## src/rtl/pin_ctrl_pkg.sv

```systemverilog
// Shared constants for the pin_ctrl square-wave subunit: clock rate, pin count,
// reset frequency and the divider datapath width.
package pin_ctrl_pkg;
    localparam int unsigned CLK_FREQ = 50_000_000;
    localparam int unsigned PIN_NUM  = 20;
    localparam int unsigned FRE_RST  = 1000;
    localparam int unsigned DIV_W    = 32;

    localparam logic [DIV_W-1:0] DIV_NUM  = DIV_W'(CLK_FREQ / 2);
    localparam logic [DIV_W-1:0] HALF_RST = DIV_W'(CLK_FREQ / (2 * FRE_RST));
endpackage

```

## src/rtl/pin_ctrl_div.sv

```systemverilog
// Restoring unsigned divider, one quotient bit per cycle; done pulses 33 cycles after start.
// A start while busy restarts with the new operands; divisor 0 yields quotient 0.
module pin_ctrl_div
    import pin_ctrl_pkg::*;
(
    input  logic             clk_i,
    input  logic             rst_i,
    input  logic             start_i,
    input  logic [DIV_W-1:0] dividend_i,
    input  logic [DIV_W-1:0] divisor_i,
    output logic             busy_o,
    output logic             done_o,
    output logic [DIV_W-1:0] quotient_o
);
    logic [DIV_W-1:0] rem_q, quo_q, dvs_q, res_q;
    logic [5:0]       cnt_q;
    logic             busy_q, done_q;
    logic [DIV_W:0]   shift_d, diff_d;
    logic             ge_d;

    // The borrow bit of the trial subtraction decides the next quotient bit.
    always_comb begin
        shift_d = {rem_q, quo_q[DIV_W-1]};
        diff_d  = shift_d - {1'b0, dvs_q};
        ge_d    = ~diff_d[DIV_W];
    end

    always_ff @(posedge clk_i or posedge rst_i) begin
        if (rst_i) begin
            rem_q  <= '0;
            quo_q  <= '0;
            dvs_q  <= '0;
            res_q  <= '0;
            cnt_q  <= '0;
            busy_q <= 1'b0;
            done_q <= 1'b0;
        end else begin
            done_q <= 1'b0;
            if (start_i) begin
                rem_q  <= '0;
                quo_q  <= dividend_i;
                dvs_q  <= divisor_i;
                cnt_q  <= '0;
                busy_q <= 1'b1;
            end else if (busy_q) begin
                if (cnt_q == 6'(DIV_W)) begin
                    busy_q <= 1'b0;
                    done_q <= 1'b1;
                    res_q  <= (dvs_q == '0) ? '0 : quo_q;
                end else begin
                    rem_q <= ge_d ? diff_d[DIV_W-1:0] : shift_d[DIV_W-1:0];
                    quo_q <= {quo_q[DIV_W-2:0], ge_d};
                    cnt_q <= cnt_q + 6'd1;
                end
            end
        end
    end

    assign busy_o     = busy_q;
    assign done_o     = done_q;
    assign quotient_o = res_q;
endmodule

```

## src/rtl/pin_ctrl_subunit.sv

```systemverilog
// Square-wave pin driver: frequency word -> half-period via divider, phase gated by pin mask.
// pins_out registered one cycle behind phase/mask/sw_en; new half-periods apply only on toggle boundaries.
module pin_ctrl_subunit
    import pin_ctrl_pkg::*;
(
    input  logic               sys_clk,
    input  logic               sys_rst,
    input  logic               sw_en,
    input  logic               set_fre_en,
    input  logic [31:0]        set_fre,
    input  logic               set_pins_en,
    input  logic [31:0]        set_pins,
    output logic [PIN_NUM-1:0] pins_out
);
    logic [31:0]        fre_q, half_q, pend_q, cnt_q;
    logic [PIN_NUM-1:0] mask_q, pins_q;
    logic               pend_vld_q, phase_q, fre_en_q, dvz_q;

    logic               div_start, div_busy, div_done;
    logic [DIV_W-1:0]   div_quo;
    logic [31:0]        res_d, pend_d;
    logic               run_d, wrap_d, pend_vld_d, apply_d;
    logic               unused_bits;

    assign unused_bits = ^{set_pins[31:PIN_NUM], div_busy};

    pin_ctrl_div u_div (
        .clk_i      (sys_clk),
        .rst_i      (sys_rst),
        .start_i    (div_start),
        .dividend_i (DIV_NUM),
        .divisor_i  (fre_q),
        .busy_o     (div_busy),
        .done_o     (div_done),
        .quotient_o (div_quo)
    );

    // A zero quotient from a non-zero divisor means fre > CLK_FREQ/2: clamp to fastest toggle.
    always_comb begin
        div_start  = fre_en_q & ~set_fre_en;
        res_d      = (div_quo == '0 && !dvz_q) ? 32'd1 : div_quo;
        run_d      = sw_en && (half_q != '0);
        wrap_d     = run_d && (cnt_q == half_q - 32'd1);
        pend_d     = div_done ? res_d : pend_q;
        pend_vld_d = div_done | pend_vld_q;
        apply_d    = pend_vld_d && (!sw_en || half_q == '0 || wrap_d);
    end

    always_ff @(posedge sys_clk or posedge sys_rst) begin
        if (sys_rst) begin
            fre_q      <= FRE_RST;
            mask_q     <= '1;
            half_q     <= HALF_RST;
            pend_q     <= '0;
            pend_vld_q <= 1'b0;
            cnt_q      <= '0;
            phase_q    <= 1'b0;
            pins_q     <= '0;
            fre_en_q   <= 1'b0;
            dvz_q      <= 1'b0;
        end else begin
            fre_en_q <= set_fre_en;
            if (set_fre_en)  fre_q  <= set_fre;
            if (set_pins_en) mask_q <= set_pins[PIN_NUM-1:0];
            if (div_start)   dvz_q  <= (fre_q == '0);

            pend_q     <= pend_d;
            pend_vld_q <= pend_vld_d & ~apply_d;
            if (apply_d) half_q <= pend_d;

            if (!run_d) begin
                cnt_q   <= '0;
                phase_q <= 1'b0;
            end else if (wrap_d) begin
                cnt_q   <= '0;
                phase_q <= ~phase_q;
            end else begin
                cnt_q   <= cnt_q + 32'd1;
            end

            pins_q <= {PIN_NUM{phase_q}} & mask_q & {PIN_NUM{sw_en}};
        end
    end

    assign pins_out = pins_q;
endmodule

```

## config.mk

```make
export PLATFORM = sky130hd
export DESIGN_NAME = pin_ctrl_subunit
export DESIGN_NICKNAME = d
export VERILOG_FILES = /design/src/rtl/pin_ctrl_pkg.sv /design/src/rtl/pin_ctrl_div.sv /design/src/rtl/pin_ctrl_subunit.sv
export SDC_FILE = /design/constraint.sdc
export NUM_CORES = 1
export LEC_CHECK = 0
export ABC_AREA = 1
export ABC_CLOCK_PERIOD_IN_PS = 12500
export BUFFER_PORTS_ARGS = -buffer_cell sky130_fd_sc_hd__buf_2
export CAP_MARGIN = 20
export CORE_UTILIZATION = 51
export CTS_CLUSTER_DIAMETER = 150
export DETAILED_ROUTE_END_ITERATION = 6
export PLACE_DENSITY = 0.69
export SLEW_MARGIN = 15
export SYNTH_ARGS = -nofsm -noshare
export SYNTH_HDL_FRONTEND = slang
export SYNTH_SLANG_ARGS = --single-unit
```

## constraint.sdc

```tcl
create_clock -name sys_clk -period 12.5 [get_ports sys_clk]
set_input_delay 2.5 -clock sys_clk [delete_from_list [all_inputs] [get_ports sys_clk]]
set_output_delay 2.5 -clock sys_clk [all_outputs]
set_load 0.02 [all_outputs]
```

After elaboration in Yosys (flattened, before gate mapping) --
Index checks and enable logic that the tools add are counted.
Cells by class: bitwise logic cells 10, eq/ne operators 4, multiplexer cells 23, $add $sub $neg 4, reductions and logical operators 16
Operators by type and width (number):
- 2-to-1 mux 32 bit | 12
- logical NOT 32 bit | 4
- bitwise AND 20 bit | 2
- subtractor 33 x 32 -> 33 bit | 1
- adder 32 x 1 -> 32 bit (second input constant) | 1
- == test 32 bit | 1
- nonzero test 32 bit | 1
- subtractor 32 x 1 -> 32 bit (second input constant) | 1
- 2-to-1 mux 6 bit | 3
- 2-to-1 mux 1 bit | 8
- adder 6 x 1 -> 6 bit (second input constant) | 1
- == test 6 bit (second input constant) | 1
- NOT 1 bit | 5
- logical AND 1 bit | 4
- AND reduction 3 bit | 1
- bitwise AND 1 bit | 2
- logical NOT 1 bit | 2
- logical OR 1 bit | 2
- != test 2 x 1 -> 1 bit (second input constant) | 1
- != test 2 bit (second input constant) | 1
- AND reduction 2 bit | 1
- nonzero test 2 bit | 1
- bitwise OR 1 bit | 1
Word-level totals: bits in registers 308, bits of input ports 69, output and inout port bits 20

Logic depth before layout (Yosys ltp) --
Gate-level depths: netlist of the first run.
word-level depth 7, depth in mapped cells 19

Cells and area by module --
From an unflattened synthesis of the first run, not the netlist that was laid out.
Unflattened totals: cell total of the unflattened synthesis 2335, area, all modules 17260.3 um^2
Modules (own cells, without submodules):
- pin_ctrl_div | sequential area each 3403.3 um^2, cells an instance 1290, instances 1, area an instance 8839.7 um^2
- pin_ctrl_subunit | sequential area each 4344.2 um^2, cells an instance 1045, instances 1, area an instance 8420.6 um^2

Least setup slack after synthesis of the first run --
No wires, ideal clock.
path kind input port to flip-flop, start point in set_fre_en, end point reg u_div.quo_q[11], path buffers 3, library setup time 0.146 ns, slack 8.598 ns, arrival 3.756 ns, data required time 12.354 ns, stages 6, cells stage by stage clkbuf_1 -> nor2_1 -> clkbuf_1 -> nor2_1 -> clkbuf_1 -> a22oi_1
Between the ends: word-level cells in the longest chain between the ends 4
RTL lines:
- start, declared | RTL line pin_ctrl_subunit.sv:9 | input logic set_fre_en,
- NOT 1 bit * | RTL line pin_ctrl_subunit.sv:40 | div_start = fre_en_q & ~set_fre_en;
- bitwise AND 1 bit * | RTL line pin_ctrl_subunit.sv:40
- != test 2 bit (no line) or nonzero test 2 bit (tied branches)
- AND reduction 2 bit (no line)
- end signal, assigned | RTL line pin_ctrl_div.sv:41 | quo_q <= dividend_i;
- end signal, assigned | RTL line pin_ctrl_div.sv:52 | quo_q <= {quo_q[DIV_W-2:0], ge_d};
- end, declared | RTL line pin_ctrl_div.sv:15 | logic [DIV_W-1:0] rem_q, quo_q, dvs_q, res_q;
Every way passes the cells marked *; elsewhere a longest branch is shown, timed or not. A chain may end at the register's enable or synchronous reset.

Final worst setup path of the first run --
start point in set_fre_en, end point reg u_div.cnt_q[1]
Between the ends: word-level cells in the longest chain between the ends 4
RTL lines:
- NOT 1 bit * | RTL line pin_ctrl_subunit.sv:40
- bitwise AND 1 bit * | RTL line pin_ctrl_subunit.sv:40
- != test 2 bit (no line) or nonzero test 2 bit (tied branches)
- AND reduction 2 bit (no line)
- end signal, assigned | RTL line pin_ctrl_div.sv:53 | cnt_q <= cnt_q + 6'd1;
- end, declared | RTL line pin_ctrl_div.sv:16 | logic [5:0] cnt_q;
Marked as above.

==> results of run 1 <==
-- report_power, final --
group          switching [mW]  internal (mW)  leakage (nW)
clock network           0.409          0.616         0.568
logic                    1.22          0.642          4.45
registers               0.132           1.23          3.79
total                    1.76           2.49          8.82
-- worst max path at each step --
| stage | to | depth (start not counted) | startpoint | slack (ps) |
|---|---|---|---|---|
| 2_1_floorplan | cnt_q[0] | 1 | sys_rst | 1540 |
| 3_3_place_gp | half_q[28] | 4 | sys_rst | 7050 |
| 3_5_place_dp | pins_out[7] | 4 | sys_rst | 7030 |
| 4_1_cts | half_q[28] | 4 | sys_rst | 7580 |
| 5_1_grt | u_div.cnt_q[1] | 7 | set_fre_en | 7820 |
| 6_report | u_div.cnt_q[1] | 7 | set_fre_en | 8010 |
-- sequential cells by signal (all words and copies together), names as in the netlist, 32 cells and up --
| signal | flops |
|---|---|
| cnt_q | 32 |
| fre_q | 32 |
| half_q | 32 |
| pend_q | 32 |
| u_div.dvs_q | 32 |
| u_div.quo_q | 32 |
| u_div.quotient_o | 32 |
| u_div.rem_q | 32 |
-- synthesized netlist by cell type, types with 12 or more instances --
library cell  count  area, sq um
a21oi_1          38        190.2
a22oi_1          12        90.09
clkbuf_1         40        150.1
dfrtp_1         276         6907
dfstp_2          32        840.8
ha_1             37        462.9
inv_1           255        957.2
mux2_2           31        349.1
nand2_1         482         1809
nand3_1         105        525.5
nand4_1          32        200.2
nor2_1          190        713.2
nor3_1           27        135.1
nor4_1           21        131.4
o21ai_0         132        660.6
o22ai_1          51        319.1
xnor2_1          23        201.4
xor2_1           43        376.6
-- metrics by stage --
stage	instance area, sq um	hold WS [ps]	util, %	setup WS [ps]	std cells
floorplan	15750	452.0	-	1537	1925
global placement	16380	470.0	54.55	7054	2336
detailed placement	16390	478.0	54.57	7025	2336
CTS	17550	490.0	58.43	7578	2400
global route	17610	502.9	58.64	7823	2403
finish	17610	485.9	58.64	8007	2403
-- per-layer routing --
metal	part of all wire, %	vias up
met5	0	-
met4	3.2	0
met3	3.2	68
met2	50	215
met1	44	5982
li1	-	6345
-- cell type report --
cell class	count	area, sq um	area share (%)
Sequential cell	308	7747	43.99
Multi-Input combinational cell	1298	6749	38.32
Clock buffer	49	979.7	5.563
Inverter	257	972.2	5.520
Timing Repair Buffer	86	495.5	2.814
Tap cell	390	488.0	2.771
Clock inverter	15	178.9	1.016
-- cells by family (layout without fill, tap and decap cells) --
family	after synthesis	count (layout)	share of synthesized area, %
XOR/XNOR	66	66	3.670
AND/OR/NAND/NOR	893	893	24.05
adder cells (fa/ha/maj)	38	38	3.066
buffers and inverters	319	407	8.190
multiplexers	31	31	2.216
AO/OA/AOI/OAI	270	270	9.612
flip-flops	308	308	49.19
-- critical path: stages --
cell	delay [ps]
buf_2	590
nor2_4	60
buf_4	320
nor2_4	150
buf_4	440
inv_1	490
o21ai_0	310
==> metrics, run 1 <==
detailed-route via count ~13000; initial antenna violation count 0; Antenna diodes 0; die width between 150 and 200 um; hold_sp mask_q[7]; Final nets 2093; Filler Cells Inserted 2702; clk root buf clkbuf_16; largest net degree at the start of global routing roughly 150; Worst-path clk slew approximately 60 ps; grt peak-use layer met2; most frequent cells in the layout nand2_1, dfrtp_1, inv_1; FMAX 222.6 MHz; hpwl dp 25.42 mm; CP endpoint kind flip-flop; RSZ-0062 raised after global routing no; Worst Tran Pin Value 978.8 ps; area grow syn2layout 11.81%; yosys synthesis warning count 0; P_leak ~9 nW; Reg2Reg Capture Point half_q[27]; met3 Track Usage GR roughly 3.3%; total power 4.244 mW; Max-slew headroom 34.75%; Synth async-reset ratio 100.0%; clk_lat worst skew 520 ps; Reg2Reg Depth 15; total negative setup slack 0 ps; # hold bufs at CTS 0; Main synth FF type dfrtp_1; CTS buffer count 35; CP Max Fanout 66; GR Util met2 41.05%; final setup vio count 0; Die Y 177.7 um; H-tree depth 2; post-DR wirelength/cell 14.78 um; layout cells sized above 1 roughly an eighth; synth unique cells 46; post_cts resized 0; WS Path Type in2reg; first-pass GRT wire length 58.89 mm; Final Max Slew Viols 0; Post-synth EDFFs 0; routability cong. 0.9524; hold crit path type reg2reg; GRT Overall Usage 23.19%; Initial DRC Count 683; Power Density 241.0 nW/um^2; sequential-to-total area share from yosys stat 49.19%; commonest non-fill, non-tap cell in the layout nand2_1; final hold vios 0; Core ar. 30030 sq um; Final min period between 4000 and 5000 ps; remaining global-route overflow 0; syn nets 2032; IO Count about 90; Vias/cell roughly 5.2; CP Launch Type primary input; CP Data Required Time 12920 ps; CTS tree built; vias in the first global route between 10000 and 15000; WL final roughly 36 mm; clk sink count a little over 300; Post-Syn Area 15750 sq um; Maximum Capacitance Violations 0; Mapped Cells 1925; r2r setup slk 8880 ps; run status complete, no violations; IO buf count 76; die area 31590 sq um; Starting Density 52.44%; synthesized area per cell 8.182 sq um; TritonRoute pass-1 iters 5; Setup Fix Bufs, Post-CTS 0; number of synthesized register bits 308; clk buf depth 3; Data arrival, critical path slightly below 5000 ps; RR Startpoint half_q[0]; WHS Endpoint mask_q[7]; DRC 0; met1 usage 28.68%; Peak supply drop 135.8 uV; Fin Clk Skew 14.01 ps; antenna-violating nets left 0; row count 63; Worst Hold Depth 2; Tcrit/Tclk final 35.94%
No activity file was read; power rests on OpenSTA's default activity.
==> run 2, diff against run 1 <==
Settings changed: ABC_AREA 1 to 0, ABC_CLOCK_PERIOD_IN_PS 12500 to 3780, PLACE_DENSITY 0.69 to 0.71.
Clock period 12.5 ns to 3.78 ns, I/O delays scaled along.
==> metrics, run 2 <==
run status complete, no violations; WS Path Type reg2reg; synth unique cells 66 (+43%); RR Startpoint half_q[0]; CP Data Required Time 4160 ps (-8760 ps); Final nets 1629 (-22%); WL final 32.31 mm (-9.0%); CP top delay family simple AND/OR/NAND/NOR gates; Post-synth EDFFs 0 (unchanged); Core ar. 29010 sq um (-3.4%); share of the synthesized area in the top cell type 45.51% (+1.7 points); Fin Clk Skew 30.96 ps (+16.95 ps); remaining global-route overflow 0 (unchanged); Power Density 643.0 nW/um^2 (+170%); GRT Overall Usage 22.10% (-1.1 points); post_cts resized 0 (unchanged); Reg2Reg Capture Point half_q[4]; CP max stage cell or4b_1; clk sink count 308 (unchanged); CP Max Fanout 32 (-52%); CTS tree built; Post-Syn Area 15180 sq um (-3.6%); Final Max Slew Viols 0 (unchanged); Final Hold Slack 216.3 ps (-269.6 ps); clk buf depth 3 (unchanged); largest net degree at the start of global routing 104 (-29%); P_leak 8.107 nW (-8.0%); detailed-route via count 10860 (-14%); commonest non-fill, non-tap cell in the layout dfrtp_1; final hold vios 0 (unchanged); Worst Tran Pin Value 888.7 ps (-90.04 ps); syn nets 1565 (-23%); Setup Fix Bufs, Post-CTS 0 (unchanged); # hold bufs at CTS 0 (unchanged); Max-slew headroom 40.53% (+5.8 points); RSZ-0062 raised after global routing no; Main synth FF type dfrtp_1; first-pass GRT wire length 55.22 mm (-6.2%); DRC 0 (unchanged); Synth async-reset ratio 100.0% (unchanged); FMAX approximately 280 MHz; antenna-violating nets left 0 (unchanged); Die Y 174.5 um (-1.8%); initial antenna violation count 0 (unchanged); clk root buf clkbuf_16; most frequent cells in the layout dfrtp_1, nand2_1, nor2_1; IO Count 89 (unchanged); Starting Density 52.31% (-0.14 points); hpwl dp 22.11 mm (-13%); H-tree depth 2 (unchanged); Data arrival, critical path 3930 ps (-980 ps); Initial DRC Count 725 (+6.1%); count leader, synth dfrtp_1; Antenna diodes 0 (unchanged); synthesized area per cell 10.41 sq um (+27%); final setup vio count 0 (unchanged); crit-path max cell delay 520 ps (-70 ps); clk_lat worst skew 520 ps (about the same); Reg2Reg Depth 12 (-3); layout cells sized above 1 18.63% (+6.9 points); sequential-to-total area share from yosys stat 51.05% (+1.9 points); die width 174.5 um (-1.8%); Final min period around 3500 ps; area grow syn2layout 13.57%; Maximum Capacitance Violations 0 (unchanged); CTS buffer count 34 (-2.9%); hold crit path type in2async; CP Launch Type flip-flop; number of synthesized register bits 308 (unchanged); routability cong. 0.9082 (-4.6%); r2r setup slk 230 ps (-8650 ps); yosys synthesis warning count 0 (unchanged); row count 62 (-1.6%); Synth area leaders dfrtp_1, mux2_2, dfstp_2; critical path, cell by cell inv_1 -> ha_1 -> or4b_1 -> nor2_1 -> nand3_1 -> xnor2_1 -> or4_1 -> nor4_2 -> nand4_2 -> a21oi_4 -> buf_12 -> mux2_1; Vias/cell 5.624 (+7.2%); synth cell count leaders dfrtp_1, nand2_1, nor2_1; Critical path buffers and inverters 2 (-2); die area 30450 sq um (-3.6%); post-DR wirelength/cell 16.74 um (+13%); Peak supply drop 505.4 uV (+270%); Mapped Cells 1458 (-24%); Filler Cells Inserted 2390 (-12%); TritonRoute pass-1 iters 7 (+2); Util after Layout 59.41% (+0.77 points); Tcrit/Tclk final 93.82%; vias in the first global route 10870 (-11%); Worst-path clk slew 60 ps (about the same); cell taking the most area after synthesis dfrtp_1; CP endpoint kind flip-flop; IO buf count 76 (unchanged)
## run 2: how the worst max path moves through the flow
stage,startpoint,end,cells past startpoint
2_1_floorplan,sys_rst,cnt_q[0],1
3_3_place_gp,half_q[0],half_q[6],12
3_5_place_dp,half_q[0],half_q[27],12
4_1_cts,half_q[0],half_q[11],12
5_1_grt,half_q[0],half_q[11],12
6_report,half_q[0],half_q[4],12
## run 2: logic make-up (layout without fill, tap and decap cells)
logic type / Yosys count / after routing / synth area share [%]
AOI/OAI and AO/OA: 264 / 264 / 11.00
adders and majority gates: 39 / 39 / 3.248
DFF: 308 / 308 / 51.05
and+or+nand+nor: 482 / 482 / 15.51
muxes: 135 / 135 / 9.852
xor gates and xnor gates: 106 / 106 / 6.118
buffers and inverters: 124 / 212 / 3.224
## run 2: per-layer routing
metal	vias to the layer above	wire length (um)	global-route usage [%]
met5	-	0	0
met2	206	15730	37.00
li1	5268	-	-
met1	5329	14620	30.03
met3	52	1321	3.171
met4	0	640	6.087
## run 2: layout make-up
type	instances	area (sq um)	area share [%]
clock buffer	49	988.4	5.735
clock inverter	11	186.4	1.082
inverter	50	191.4	1.111
multi-input combinational	1026	6990	40.56
sequential	308	7747	44.95
tap	384	480.5	2.788
timing repair buffer	102	650.6	3.775
## run 2: report_power, final
| part | switching [mW] | leakage, nW | internal [mW] | total, mW |
|---|---|---|---|---|
| Clock | 1.30 | 0.575 | 2.16 | 3.46 |
| Sequential | 0.340 | 3.96 | 3.76 | 4.10 |
| Combinational | 1.92 | 3.57 | 1.61 | 3.52 |
## run 2: per-stage QoR
step	setup WS [ps]	instances	power (mW)	area, sq um	setup TNS (ps)
final	233.7	1930	11.08	17240	0
after global routing	67.19	1930	11.79	17240	0
after CTS	136.7	1930	11.15	17220	0
after detailed placement	175.5	1870	7.646	16050	0
after global placement	273.1	1870	7.562	16050	0
after floorplan	-1049	1458	6.846	15180	-289480
==> run 3, diff against run 2 <==
Settings changed: CAP_MARGIN 20 to default, SYNTH_HIERARCHICAL from default to 1.
==> metrics, run 3 <==
hold crit path type in2async; Mapped Cells 1580 (+8.4%); layout cells sized above 1 20.02% (+1.4 points); vias in the first global route 11580 (+6.6%); final hold vios 0 (unchanged); remaining global-route overflow 0 (unchanged); IO buf count 76 (unchanged); CTS tree built; final setup vio count 0 (unchanged); area grow syn2layout 12.65%; commonest non-fill, non-tap cell in the layout dfrtp_1; Post-Syn Area 15980 sq um (+5.3%); Core ar. 30750 sq um (+6.0%); Maximum Capacitance Violations 0 (unchanged); Die Y 179.0 um (+2.6%); WS Path Type reg2reg; IO Count 89 (unchanged); yosys synthesis warning count 6 (+6); run status finished, violations left; hpwl dp 24.79 mm (+12%); Synth async-reset ratio 100.0% (unchanged); crit-path max cell delay 670 ps (+150 ps); synth unique cells 77 (+17%); RSZ-0062 raised after global routing no; row count 64 (+3.2%); Final Max Slew Viols 0 (unchanged); CP top delay family simple AND/OR/NAND/NOR gates; detailed-route via count 12120 (+12%); cell taking the most area after synthesis dfrtp_1; sequential-to-total area share from yosys stat 48.47% (-2.6 points); DRC 23 (+23); Vias/cell 5.827 (+3.6%); total negative setup slack 0 ps (unchanged); Final WS setup 277.9 ps (+44.27 ps); Util after Layout 58.55% (-0.85 points); die area 32050 sq um (+5.3%); Fin Clk Skew 31.77 ps (+0.8072 ps); Worst-path clk slew 60 ps (about the same); H-tree depth 2 (unchanged); CP Data Required Time 4210 ps (+50 ps); largest net degree at the start of global routing 137 (+32%); failing checks design-rule violations; post-DR wirelength/cell 17.33 um (+3.5%); TritonRoute pass-1 iters 7 (unchanged); Power Density 639.7 nW/um^2 (-0.52%); routability cong. 0.9186 (+1.1%); Starting Density 51.98% (-0.33 points); Data arrival, critical path 3930 ps (about the same); most frequent CP cell or4_4; CP Max Fanout 8 (-75%); antenna-violating nets left 0 (unchanged); share of the synthesized area in the top cell type 43.21% (-2.3 points); most frequent cells in the layout dfrtp_1, nand2_1, nor2_1; Final min period 3502 ps (-44.27 ps); Tcrit/Tclk final 92.65% (-1.2 points); clk_lat worst skew 530 ps (about the same); critical path, cell by cell nor4_1 -> nand2_1 -> or3_1 -> xnor2_1 -> nand3_1 -> or4_4 -> or4_4 -> buf_4 -> a22oi_2; FMAX 285.5 MHz (+1.3%); clk sink count 308 (unchanged); Main synth FF type dfrtp_1; Worst Tran Pin Value 1044 ps (+154.8 ps); Setup Fix Bufs, Post-CTS 0 (unchanged); CP Launch Type flip-flop; CP endpoint kind flip-flop; clk buf depth 3 (unchanged); Initial DRC Count 928 (+28%); Peak supply drop 352.3 uV (-30%); count leader, synth dfrtp_1; Critical path buffers and inverters 1 (-1); Max-slew headroom 30.43% (-10 points); Synth area leaders dfrtp_1, mux2_2, dfstp_2; Post-synth EDFFs 0 (unchanged); die width 179.0 um (+2.6%); first-pass GRT wire length 59.35 mm (+7.5%); Place WS 308.8 ps (+133.3 ps); Antenna diodes 0 (unchanged); number of synthesized register bits 308 (unchanged); WL final 36.04 mm (+12%); Final nets 1765 (+8.3%); P_leak 8.236 nW (+1.6%); GRT Overall Usage 23.05% (+0.95 points); CP max stage cell nor4_1; synthesized area per cell 10.12 sq um (-2.8%); clk root buf clkbuf_16; synth cell count leaders dfrtp_1, nand2_1, nor2_1; CTS buffer count 34 (unchanged); initial antenna violation count 0 (unchanged)
==> run 3: cell types whose count changed in the layout (fill, tap and decap cells not counted), moves of 11 or more <==
| cell | previous run | this run |
|---|---|---|
| mux2_1 | 32 | 0 |
| o21ai_0 | 69 | 97 |
| a21oi_1 | 82 | 56 |
| mux2i_1 | 20 | 31 |
| o211ai_1 | 6 | 28 |
| nand3_1 | 53 | 16 |
| nand4_1 | 18 | 44 |
| nor2_1 | 87 | 151 |
| conb_1 | 0 | 32 |
| a22oi_2 | 0 | 30 |
==> run 3: power by group <==
| part | leakage [nW] | internal (mW) | switching, mW |
|---|---|---|---|
| combinational | 3.82 | 1.59 | 2.09 |
| sequential | 3.87 | 3.90 | 0.604 |
| clock | 0.555 | 2.00 | 1.33 |
| total | 8.24 | 7.49 | 4.03 |
==> run 3: final timing paths <==
kind,cells after the start,slack [ps],to,from
max reg2reg,9,280,half_q[12],half_q[2]
max in group asynchronous,3,2410,mask_q[17],sys_rst
min,2,430,pend_q[10],sys_rst
min reg2reg,1,500,u_div/quotient_o[31],u_div/quo_q[31]
max,9,280,half_q[12],half_q[2]
min in group sys_clk,2,460,fre_q[22],set_fre[22]
==> run 3: logic make-up after synthesis <==
logic type / after synthesis / share of synthesized area (%)
AO/OA/AOI/OAI: 337 / 15.04
XOR/XNOR: 92 / 5.041
adder cells (fa/ha/maj): 38 / 3.022
buffers and inverters: 148 / 3.992
flip-flops: 308 / 48.47
multiplexers: 116 / 7.930
other: 2 / 0.04699
AND/OR/NAND/NOR: 539 / 16.46
==> run 3: layout make-up <==
class | count | area [sq um]
inverter | 51 | 198.9
clock inverter | 12 | 161.4
timing repair buffer | 109 | 678.2
multi-input combinational | 1154 | 7756
sequential | 308 | 7747
clock buffer | 49 | 967.2
fill | 2605 | 12740
tap | 396 | 495.5
==> run 3: repair_timing <==
item                                    CTS  global route
gates resized for setup                   0             2
endpoints found under the setup margin    0            79
hold buffers                              0             0
==> run 3: worst reg2reg max path: stages (launching register included) <==
cell,delay (ps)
dfrtp_1,460
nor4_1,670
nand2_1,140
or3_1,360
xnor2_1,150
nand3_1,100
or4_4,590
or4_4,560
buf_4,210
a22oi_2,160
==> run 3: routing by layer <==
| layer | share of wire (%) | routed length, um | global-route usage (%) |
|---|---|---|---|
| met5 | 0 | 0 | 0 |
| met4 | 2.0 | 728 | 6.321 |
| met3 | 5.4 | 1951 | 3.435 |
| met2 | 44 | 15780 | 34.67 |
| met1 | 49 | 17580 | 34.41 |
==> run 3: metrics by stage <==
| step | cells | hold slack (ps) | cell area (sq um) | power (mW) |
|---|---|---|---|---|
| after floorplan | 1610 | 455.9 | 16100 | 7.222 |
| after global placement | 2018 | 472.2 | 16870 | 8.024 |
| after detailed placement | 2018 | 479.1 | 16870 | 8.149 |
| after CTS | 2079 | 427.8 | 17990 | 11.55 |
| after global routing | 2079 | 455.2 | 18000 | 12.20 |
| final | 2079 | 432.5 | 18000 | 11.52 |
